### config.mk
export PLATFORM = sky130hd
export DESIGN_NAME = aes_cipher_host_adapter
export DESIGN_NICKNAME = d
export VERILOG_FILES = /design/src/rtl/aes_adapter_pkg.sv /design/src/rtl/aes_timeout_ctr.sv /design/src/rtl/aes_cipher_host_adapter.sv
export SDC_FILE = /design/constraint.sdc
export NUM_CORES = 1
export LEC_CHECK = 0
export ABC_AREA = 1
export ABC_CLOCK_PERIOD_IN_PS = 1400
export CAP_MARGIN = 10
export CORE_AREA = 10 10 294 296
export CTS_CLUSTER_SIZE = 16
export DETAILED_ROUTE_END_ITERATION = 16
export DIE_AREA = 0 0 304 306
export HOLD_SLACK_MARGIN = 0.05
export PLACE_DENSITY_LB_ADDON = 0.2
export SYNTH_ARGS = -nofsm -noshare
export SYNTH_HDL_FRONTEND = slang
export SYNTH_SLANG_ARGS = --single-unit
### constraint.sdc
create_clock -name clk -period 1.4 [get_ports clk]
set_input_delay 0.42 -clock clk [delete_from_list [all_inputs] [get_ports clk]]
set_output_delay 0.42 -clock clk [all_outputs]
set_load 0.01 [all_outputs]
### src/rtl/aes_adapter_pkg.sv
`default_nettype none
// ============================================================================
// Module      : aes_adapter_pkg
// Description : Shared types and constants for the AES cipher host adapter.
// Revision    : 1.0 - initial release
// ============================================================================
package aes_adapter_pkg;

    // AES block, key and ciphertext width
    localparam int AES_BLK_W = 128;

    // Adapter control states
    typedef enum logic [1:0] {
        IDLE = 2'd0,
        LOAD = 2'd1,
        WAIT = 2'd2,
        HOLD = 2'd3
    } state_t;

endpackage
`default_nettype wire

### src/rtl/aes_timeout_ctr.sv
`default_nettype none
// ============================================================================
// Module      : aes_timeout_ctr
// Description : WAIT-state cycle counter. Cleared by i_clr, advanced by i_en;
//               o_tc flags the cycle on which the TIMEOUT_CYC-th enabled
//               cycle completes.
// Revision    : 1.0 - initial release
// ============================================================================
module aes_timeout_ctr #(
    parameter int TIMEOUT_CYC = 64,
    parameter int CNT_W       = 7
) (
    input  logic clk,
    input  logic rst,
    input  logic i_clr,
    input  logic i_en,
    output logic o_tc
);

    localparam logic [CNT_W-1:0] c_LAST = CNT_W'(TIMEOUT_CYC - 1);

    logic [CNT_W-1:0] r_cnt;

    // Count enabled cycles; clear has priority
    always_ff @(posedge clk or negedge rst) begin
        if (!rst) begin
            r_cnt <= '0;
        end else if (i_clr) begin
            r_cnt <= '0;
        end else if (i_en) begin
            r_cnt <= r_cnt + 1'b1;
        end
    end

    assign o_tc = i_en && (r_cnt == c_LAST);

endmodule
`default_nettype wire

### src/rtl/aes_cipher_host_adapter.sv
`default_nettype none
// ============================================================================
// Module      : aes_cipher_host_adapter
// Description : Stream-side driver for aes_cipher_top. Accepts one plaintext
//               block, pulses ld with key/text_in, waits for done, and holds
//               the ciphertext on a valid/ready result stream.
//               Optional feature macro: AES_TIMEOUT_EN (WAIT-state abort).
// Revision    : 1.0 - initial release
// ============================================================================
module aes_cipher_host_adapter
    import aes_adapter_pkg::*;
#(
    parameter int DATA_W      = AES_BLK_W,
    parameter int TIMEOUT_CYC = 64,
    parameter int CNT_W       = 7
) (
    input  logic              clk,
    input  logic              rst,
    input  logic [DATA_W-1:0] key_i,
    input  logic              s_valid,
    output logic              s_ready,
    input  logic [DATA_W-1:0] s_data,
    output logic              m_valid,
    input  logic              m_ready,
    output logic [DATA_W-1:0] m_data,
    output logic              aes_ld,
    output logic [DATA_W-1:0] aes_key,
    output logic [DATA_W-1:0] aes_text_in,
    input  logic              aes_done,
    input  logic [DATA_W-1:0] aes_text_out,
    output logic              busy,
    output logic              err_timeout
);

    // A counter too narrow to reach the limit would never abort
    generate
        if (2**CNT_W <= TIMEOUT_CYC) begin : g_cnt_w_check
            $error("CNT_W too narrow for TIMEOUT_CYC");
        end
    endgenerate

    state_t              r_state;
    logic                r_s_ready;
    logic                r_m_valid;
    logic                r_aes_ld;
    logic                r_busy;
    logic [DATA_W-1:0]   r_m_data;
    logic [DATA_W-1:0]   r_aes_key;
    logic [DATA_W-1:0]   r_aes_text_in;
    logic                w_accept;
    logic                w_tc;

    assign w_accept = s_valid && r_s_ready;

`ifdef AES_TIMEOUT_EN
    logic r_err_timeout;

    aes_timeout_ctr #(
        .TIMEOUT_CYC (TIMEOUT_CYC),
        .CNT_W       (CNT_W)
    ) u_timeout_ctr (
        .clk   (clk),
        .rst   (rst),
        .i_clr (r_state == LOAD),
        .i_en  (r_state == WAIT),
        .o_tc  (w_tc)
    );

    assign err_timeout = r_err_timeout;
`else
    assign w_tc        = 1'b0;
    assign err_timeout = 1'b0;
`endif

    // Block-sequencing FSM; every output is registered here
    always_ff @(posedge clk or negedge rst) begin
        if (!rst) begin
            r_state       <= IDLE;
            r_s_ready     <= 1'b1;
            r_m_valid     <= 1'b0;
            r_aes_ld      <= 1'b0;
            r_busy        <= 1'b0;
            r_m_data      <= '0;
            r_aes_key     <= '0;
            r_aes_text_in <= '0;
`ifdef AES_TIMEOUT_EN
            r_err_timeout <= 1'b0;
`endif
        end else begin
            case (r_state)
                IDLE: begin
                    if (w_accept) begin
                        r_aes_text_in <= s_data;
                        r_aes_key     <= key_i;
                        r_aes_ld      <= 1'b1;
                        r_s_ready     <= 1'b0;
                        r_busy        <= 1'b1;
                        r_state       <= LOAD;
                    end
                end
                LOAD: begin
                    // done in this cycle belongs to no block of ours
                    r_aes_ld <= 1'b0;
                    r_state  <= WAIT;
                end
                WAIT: begin
                    // done on the terminal-count cycle still completes normally
                    if (aes_done) begin
                        r_m_data  <= aes_text_out;
                        r_m_valid <= 1'b1;
                        r_state   <= HOLD;
                    end else if (w_tc) begin
`ifdef AES_TIMEOUT_EN
                        r_err_timeout <= 1'b1;
`endif
                        r_busy    <= 1'b0;
                        r_s_ready <= 1'b1;
                        r_state   <= IDLE;
                    end
                end
                HOLD: begin
                    if (m_ready) begin
                        r_m_valid <= 1'b0;
                        r_s_ready <= 1'b1;
                        r_busy    <= 1'b0;
                        r_state   <= IDLE;
                    end
                end
                default: begin
                    r_state <= IDLE;
                end
            endcase
        end
    end

    assign s_ready     = r_s_ready;
    assign m_valid     = r_m_valid;
    assign m_data      = r_m_data;
    assign aes_ld      = r_aes_ld;
    assign aes_key     = r_aes_key;
    assign aes_text_in = r_aes_text_in;
    assign busy        = r_busy;

endmodule
`default_nettype wire

**Word-level counts from Yosys, hierarchy flattened**

Index checks and enable logic that the tools add are counted.

- Bits in registers: 390
- Input port bits: 389
- Word-level logic and storage cells: 38

- Equal/unequal tests: 6
- Multiplexer cells: 13
- Reduce and logical (&&, ||, !) cells: 11

Operator list:

| operator | count |
|---|---|
| AND reduction 3 bit | 3 |
| one-hot mux 1 bit (2 select lines) | 4 |
| one-hot mux 2 bit (4 select lines) | 1 |
| 2-to-1 mux 2 bit | 3 |
| != test 2 bit (second input constant) | 3 |
| AND reduction 2 bit | 3 |
| nonzero test 2 bit | 3 |
| 2-to-1 mux 1 bit | 5 |
| == test 2 bit (second input constant) | 2 |
| == test 2 x 1 -> 1 bit (second input constant) | 1 |
| zero test 2 bit | 1 |
| logical AND 1 bit | 1 |

**Logic depth before layout (Yosys ltp)**

Gate-level depths: netlist (run 1).

- Depth in word-level cells: 3
- Gate-level depth with buffers: 9
- Depth with buffers taken out: 7

**Worst setup path after synthesis (run 1)**

No wires, ideal clock.

- Kind: flip-flop to flip-flop
- Start point: register r_state[0]
- End point: register r_aes_key[100] (netlist: aes_key[100])
- Setup time: 0.117 ns
- Arrival time: 1.352 ns
- Data required time: 1.283 ns
- Slack: -0.069 ns
- Cell stages (with the launch flop): 10
- Buffers on the path: 2
- Period minus slack after synthesis: 1.469 ns
- Path through: dfrtp_1 > inv_1 > ha_1 > inv_2 > nor2_4 > inv_2 > buf_2 > buf_2 > nand2_1 > nand2_1

- Cells in the longest elaborated chain, start to end: 2

Ends and longest elaborated chain:

| what | RTL line | RTL |
|---|---|---|
| from (decl) | aes_cipher_host_adapter.sv:42 | `state_t r_state;` |
| from (signal assigned) | aes_cipher_host_adapter.sv:78 | `r_state <= IDLE;` |
| from (signal assigned) | aes_cipher_host_adapter.sv:98 | `r_state <= LOAD;` |
| from (signal assigned) | aes_cipher_host_adapter.sv:104 | `r_state <= WAIT;` |
| zero test 2 bit | aes_cipher_host_adapter.sv:90 | `case (r_state)` |
| AND reduction 2 bit (no line) | -- |  |
| to (signal assigned) | aes_cipher_host_adapter.sv:94 | `r_aes_key <= key_i;` |
| to (decl) | aes_cipher_host_adapter.sv:48 | `logic [DATA_W-1:0] r_aes_key;` |

Every way passes these cells.
A chain may end at the register's enable or synchronous reset.

**Final worst setup path (run 1)**

- Start point: register r_s_ready (netlist: s_ready)
- End point: output s_ready

RTL lines:

| what | RTL line | RTL |
|---|---|---|
| from (decl) | aes_cipher_host_adapter.sv:43 | `logic r_s_ready;` |
| from (signal assigned) | aes_cipher_host_adapter.sv:79 | `r_s_ready <= 1'b1;` |
| from (signal assigned) | aes_cipher_host_adapter.sv:96 | `r_s_ready <= 1'b0;` |
| from (signal assigned) | aes_cipher_host_adapter.sv:117 | `r_s_ready <= 1'b1;` |
| to (decl) | aes_cipher_host_adapter.sv:21 | `output logic s_ready,` |

No word-level cell between the ends.

==> impl_metrics.csv, run 1 <==
group,metric,value,unit
routing,drtIter0Drc,611,
routing,wl_per_cell,21.3,um
clock_tree,h-tree-depth,2,
routing,drt_wl_total,81600,um
final_layout,areaGrowthSynthToFinish,97.1,%
routing,dr.pass1.iters,4,
sta,rsz0062_at_grt,"yes",
synth,synth_cell_types,17,
routing,drtAntennaViolNets,0,
final_layout,drive_gt1_share,33.1,%
critical_path,rr_worst_depth,10,
sta,setup_viol,775,
power,total_power,0.0264,W
critical_path,rrSetupSlack,-0.25,ns
routing,drc,0,
place,place.gp.congestion,0.804,
worst_hold_path,holdPathStages,3,
critical_path,cpMaxStageDelayCell,"dfstp_2",
routing,num_vias,15300,
synth,ys_seq_area_share,65.2,%
critical_path,worstSetupPathType,"register to primary output",
global_route,antenna_found_initial,19,
worst_hold_path,min_path_type,"input port to register",
final_layout,nets,3110,
critical_path,crit_cells,1,
floorplanning,io_pins,778,
critical_path,start_kind,"register",
floorplanning,start_util,18.7,%
synth,syn_nets,2084,
critical_path,r2r_end,"aes_key[70]",
critical_path,crit_family,"flip-flops",
place,port_buffers,776,
power,irDropWorstVdd,699,uV
clock_tree,clock_path_buffers,3,
synth,synth.avg_cell_area,8.87,um2
sta,finClkSkew,0.0308,ns
floorplanning,die_x,304,um
place,dpl.hpwl,56900,um
critical_path,end_kind,"primary output",
sta,layout_setup_ws,-0.250,ns
global_route,grt_pass1_vias,15500,
critical_path,critical-path-max-stage-delay,0.55,ns
synth,synth_top_cells_by_area,"dfrtp_1, nand2_1, nand3_1",
clock_tree,cts_buffers,49,
run_status,violations,"setup timing",
critical_path,cp.arrival,1.23,ns
power,p_leak,15.7,nW
sta,fin_crit_sh,118,%
floorplanning,dieArea,93000,um2
critical_path,startpoint,"s_ready",
synth,synth_top_area_cell,"dfrtp_1",
sta,finalHoldViolations,0,
power,powerDensity,896,nW/um2
clock_tree,cts_tree,"yes",
synth,syn_inst,1688,
run,cap_viol_max_count,0,
clock_tree,clock_latency,0.60,ns
global_route,grt_max_degree,71,
critical_path,cp-endpoint,"s_ready",
global_route,gr-usage-all-layers,15.5,%
critical_path,r2r_start,"r_state[0]",
sta,max_freq,0.606,GHz
final_layout,fin_util,36.8,%
routing,viasPerCell,4.01,
synth,synth_warnings,0,
sta,maxSlewViolCount,0,
synth,ys_seq_elements,390,
critical_path,worstPathRequired,0.98,ns
run_status,status,"finished, violations left",
clock_tree,path_clk_slew,0.06,ns
floorplanning,placementRows,104,
synth,syn_area,15000,um2
floorplanning,dieHeight,306,um
sta,period_minus_slack,1.65,ns
sta,setup_tns,-111.32,ns
critical_path,cp_num_buf_inv,1,
synth,synth_top_area_share,65.0,%
place,dp_worst_setup_slack,-0.562,ns
critical_path,cp_max_fo,3,
critical_path,crit_chain,"buf_6",
clock_tree,numClockSinks,390,
global_route,grt_pass1_wl,109000,um
floorplanning,core_area,80300,um2
clock_tree,cts_root_buf,"clkbuf_16",
global_route,overflow,0,
## synth_stat cells (all sizes together)
| cell type | n |
|---|---|
| nand2 | 1042 |
| dfrtp | 389 |
| nand3 | 131 |
| buf | 77 |
| clkbuf | 23 |
| inv | 10 |
| ha | 7 |
| nand4 | 3 |
| conb | 1 |
| dfstp | 1 |
| nor2 | 1 |
| o211ai | 1 |
| o21a | 1 |
| o21ai | 1 |
## power by group
group          switching, W  internal [W]
registers                 0        0.0113
logic              0.000508       0.00103
clock network       0.00531       0.00831
total               0.00582        0.0206
## routing by layer
metal | GRT usage [%] | wire (um)
met5 | 0 | 96
met4 | 4.82 | 1750
met3 | 8.77 | 9580
met2 | 25.1 | 38700
met1 | 17.1 | 31400
## worst min-delay path by stage
| stage | from | to | slack [ns] |
|---|---|---|---|
| 3_5_place_dp | rst | m_data[26] | 0.28 |
| 3_3_place_gp | rst | m_data[26] | 0.28 |
| 4_1_cts | aes_done | m_data[91] | 0.18 |
| 5_1_grt | aes_done | m_data[125] | 0.20 |
| 2_1_floorplan | rst | aes_key[0] | 0.12 |
| 6_report | aes_done | m_data[95] | 0.22 |
## per-stage QoR
step	std cells	hold slack, ns	area [um2]
finish	3822	0.221	29500
global route	3820	0.204	29500
CTS	3699	0.176	27200
detailed placement	3509	0.280	24700
global placement	3509	0.275	24700
floorplan	1688	0.124	15000
## repair_timing
item	CTS	global route
pin swaps	0	35
hold buffers	1	0
gates resized for setup	1907	239
setup endpoints to repair	692	770
hold endpoints to repair	211	0
buffers inserted	90	71
cloned	7	46
## area by class of cell
class,instances,area [um2]
Tap cell,1060,1330
Clock buffer,71,1410
Fill cell,8074,50800
Clock inverter,21,322
Antenna cell,7,17.5
Inverter,10,66.3
Multi-Input combinational cell,1188,5200
Sequential cell,390,9760
Timing Repair inverter,2,40.0
Timing Repair Buffer,1073,11400
## logic make-up after synthesis
| logic type | count (synthesis) | synth area share, % |
|---|---|---|
| other | 1 | 0.0250 |
| adders and majority gates | 7 | 0.585 |
| and+or+nand+nor | 1177 | 30.7 |
| buffers and inverters | 110 | 3.38 |
| DFF | 390 | 65.2 |
| AOI/OAI and AO/OA | 3 | 0.134 |
## tightest hold or removal path, cell delays in order
cell     delay [ns]
buf_4          0.19
nand3_1        0.09
nand2_1        0.05
## cell usage in the layout (no fill, tap or decap), drive strengths merged
cell type | netlist | layout
dfrtp | 389 | 389
clkdlybuf4s50 | 0 | 386
clkinvlp | 0 | 2
diode | 0 | 7
inv | 10 | 14
ha | 7 | 7
nand3 | 131 | 131
clkbuf | 23 | 103
dfstp | 1 | 1
o21a | 1 | 1
clkinv | 0 | 10
nor2 | 1 | 1
conb | 1 | 1
bufinv | 0 | 7
buf | 77 | 654
nand4 | 3 | 3
dlygate4sd3 | 0 | 1
o211ai | 1 | 1
o21ai | 1 | 1
nand2 | 1042 | 1042
## state kept, by name, indices dropped and copies added, names as in the netlist
signal and cells:
aes_key 128, aes_text_in 128, m_data 128, r_state 2, aes_ld 1, busy 1
m_valid 1, s_ready 1
(Power assumes the default switching activity.)
==> inputs of run 2 (changes only) <==
- CORE_AREA: 10 10 294 296 -> 5 5 297 299
- DIE_AREA: 0 0 304 306 -> 0 0 302 304
==> run 2 against run 1 <==
The flow still finishes with violations (setup timing). Largest power group unchanged. Design area shrank 7.8%. Largest cell class is now sequential cells. First-iteration DRC count shrank 8.8%. Non-clock buffer count shrank 103. Critical endpoint unchanged. Fmax shrank 0.88%. Critical path type unchanged. Via count shrank 4.1%. Combinational power is essentially flat. Highest routed layer unchanged. Count of clock-buffer cells in the layout shrank 3.
==> impl_metrics.csv, run 2 (synthesis results as in run 1) <==
group,metric,value,unit
critical_path,rrSetupSlack,-0.22,ns
floorplanning,core_area,84900,um2
sta,max_freq,0.601,GHz
worst_hold_path,min_path_type,"input port to register",
critical_path,worstSetupPathType,"register to primary output",
global_route,grt_pass1_wl,102000,um
sta,finClkSkew,0.0218,ns
final_layout,final_common_cell,"nand2_1",
global_route,antenna_found_initial,6,
place,placedCellCount,3602,
critical_path,cp_max_fo,3,
clock_tree,cts_root_buf,"clkbuf_16",
place,port_buffers,776,
sta,setup_viol,773,
run_status,status,"finished, violations left",
critical_path,cp.arrival,1.24,ns
critical_path,critical-path-max-stage-delay,0.55,ns
critical_path,end_kind,"primary output",
floorplanning,dieHeight,304,um
clock_tree,cts_tree,"yes",
sta,period_minus_slack,1.66,ns
power,p_leak,14.7,nW
sta,finalHoldViolations,0,
global_route,overflow,0,
run,cap_viol_max_count,0,
critical_path,crit_family,"flip-flops",
final_layout,nets,3005,
clock_tree,cts_buffers,49,
critical_path,cpMaxStageDelayCell,"dfstp_2",
routing,drtAntennaViolNets,0,
clock_tree,numClockSinks,390,
routing,wl_per_cell,18.2,um
critical_path,cp_num_buf_inv,1,
routing,dr.pass1.iters,7,
critical_path,crit_chain,"buf_6",
floorplanning,dieArea,91800,um2
floorplanning,start_util,17.6,%
critical_path,start_kind,"register",
run_status,violations,"setup timing",
sta,maxSlewViolCount,0,
place,dp_worst_setup_slack,-0.564,ns
global_route,grt_pass1_vias,15800,
sta,layout_setup_ws,-0.264,ns
routing,drc,0,
clock_tree,h-tree-depth,2,
final_layout,mostFrequentLayoutCells,"nand2_1, dfrtp_1, clkdlybuf4s50_1",
sta,fin_crit_sh,119,%
floorplanning,io_pins,778,
final_layout,drive_gt1_share,25.6,%
clock_tree,path_clk_slew,0.06,ns
sta,rsz0062_at_grt,"yes",
final_layout,finalNonFillerCells,3795,
routing,viasPerCell,3.87,
routing,num_vias,14700,
place,dpl.hpwl,51500,um
power,powerDensity,947,nW/um2
global_route,grt_max_degree,55,
final_layout,areaGrowthSynthToFinish,81.8,%
place,place.gp.congestion,0.855,
floorplanning,die_x,302,um
global_route,gr-usage-all-layers,14.4,%
routing,drt_wl_total,69100,um
critical_path,worstPathRequired,0.98,ns
power,irDropWorstVdd,662,uV
floorplanning,placementRows,107,
routing,drtIter0Drc,557,
clock_tree,clock_latency,0.60,ns
clock_tree,clock_path_buffers,3,
final_layout,fin_util,32.1,%
==> run 2: cell types whose count changed in the layout (fill, tap and decap cells not counted), moves of 14 or more <==
cell,previous run,this run
buf_2,87,138
buf_6,302,255
clkbuf_16,81,50
nand2_4,26,1
nand2_1,909,1035
nand2_2,107,6
buf_4,197,144
buf_12,44,30
==> run 2: worst register-to-register path: stages (launching register included) <==
cell,delay (ns)
dfrtp_1,0.40
inv_2,0.09
ha_4,0.14
inv_2,0.04
nor2_4,0.15
buf_12,0.17
inv_16,0.09
bufbuf_16,0.32
nand2_1,0.07
nand2_1,0.05
==> run 2: area by class of cell <==
class / instances / area, um2
diodes: 3 / 7.51
clock buffers: 68 / 1390
clock inverters: 22 / 259
fillers: 8961 / 57600
inverters: 10 / 53.8
multi-input cells: 1188 / 4760
flip-flops and latches: 390 / 9760
well taps: 1144 / 1430
repair buffers: 970 / 9570
==> run 2: stage by stage <==
step | power [W] | hold slack, ns | TNS, ns | instance area, um2
global route | 0.0269 | 0.140 | -150.96 | 27200
floorplan | 0.0115 | 0.124 | -1.40 | 15000
finish | 0.0258 | 0.168 | -91.77 | 27200
CTS | 0.0264 | 0.115 | -115.29 | 27100
global placement | 0.0131 | 0.361 | -126.43 | 24800
detailed placement | 0.0131 | 0.357 | -129.25 | 24800
==> run 2: power by group <==
group	switching [W]	internal, W
clock network	0.00526	0.00769
registers	0	0.0113
logic	0.000508	0.00105
total	0.00576	0.0200
==> run 2: final timing paths <==
kind | start | end | cells after the start
min reg2reg | m_data[69] | m_data[69] | 2
min in group asynchronous | rst | aes_key[64] | 3
max | s_ready | s_ready | 1
max reg2reg | r_state[0] | aes_key[117] | 9
min | aes_done | m_data[114] | 3
max in group asynchronous | rst | aes_key[68] | 4
==> run 2: what timing repair did <==
item / 4_1_cts / 5_1_grt
gates cloned: 10 / 1
pin swaps: 1 / 1
buffers inserted: 86 / 2
hold endpoints to repair: 382 / 0
resized for setup: 1925 / 16
setup endpoints to repair: 667 / 774
hold buffers: 1 / 0
==> run 2: per-layer routing <==
layer	share of wire [%]	GRT usage, %	vias to the layer above
met5	0.065	0	-
met4	3.1	4.51	6
met3	12	6.78	108
met2	49	25.2	579
met1	36	15.4	6962
li1	-	-	7032
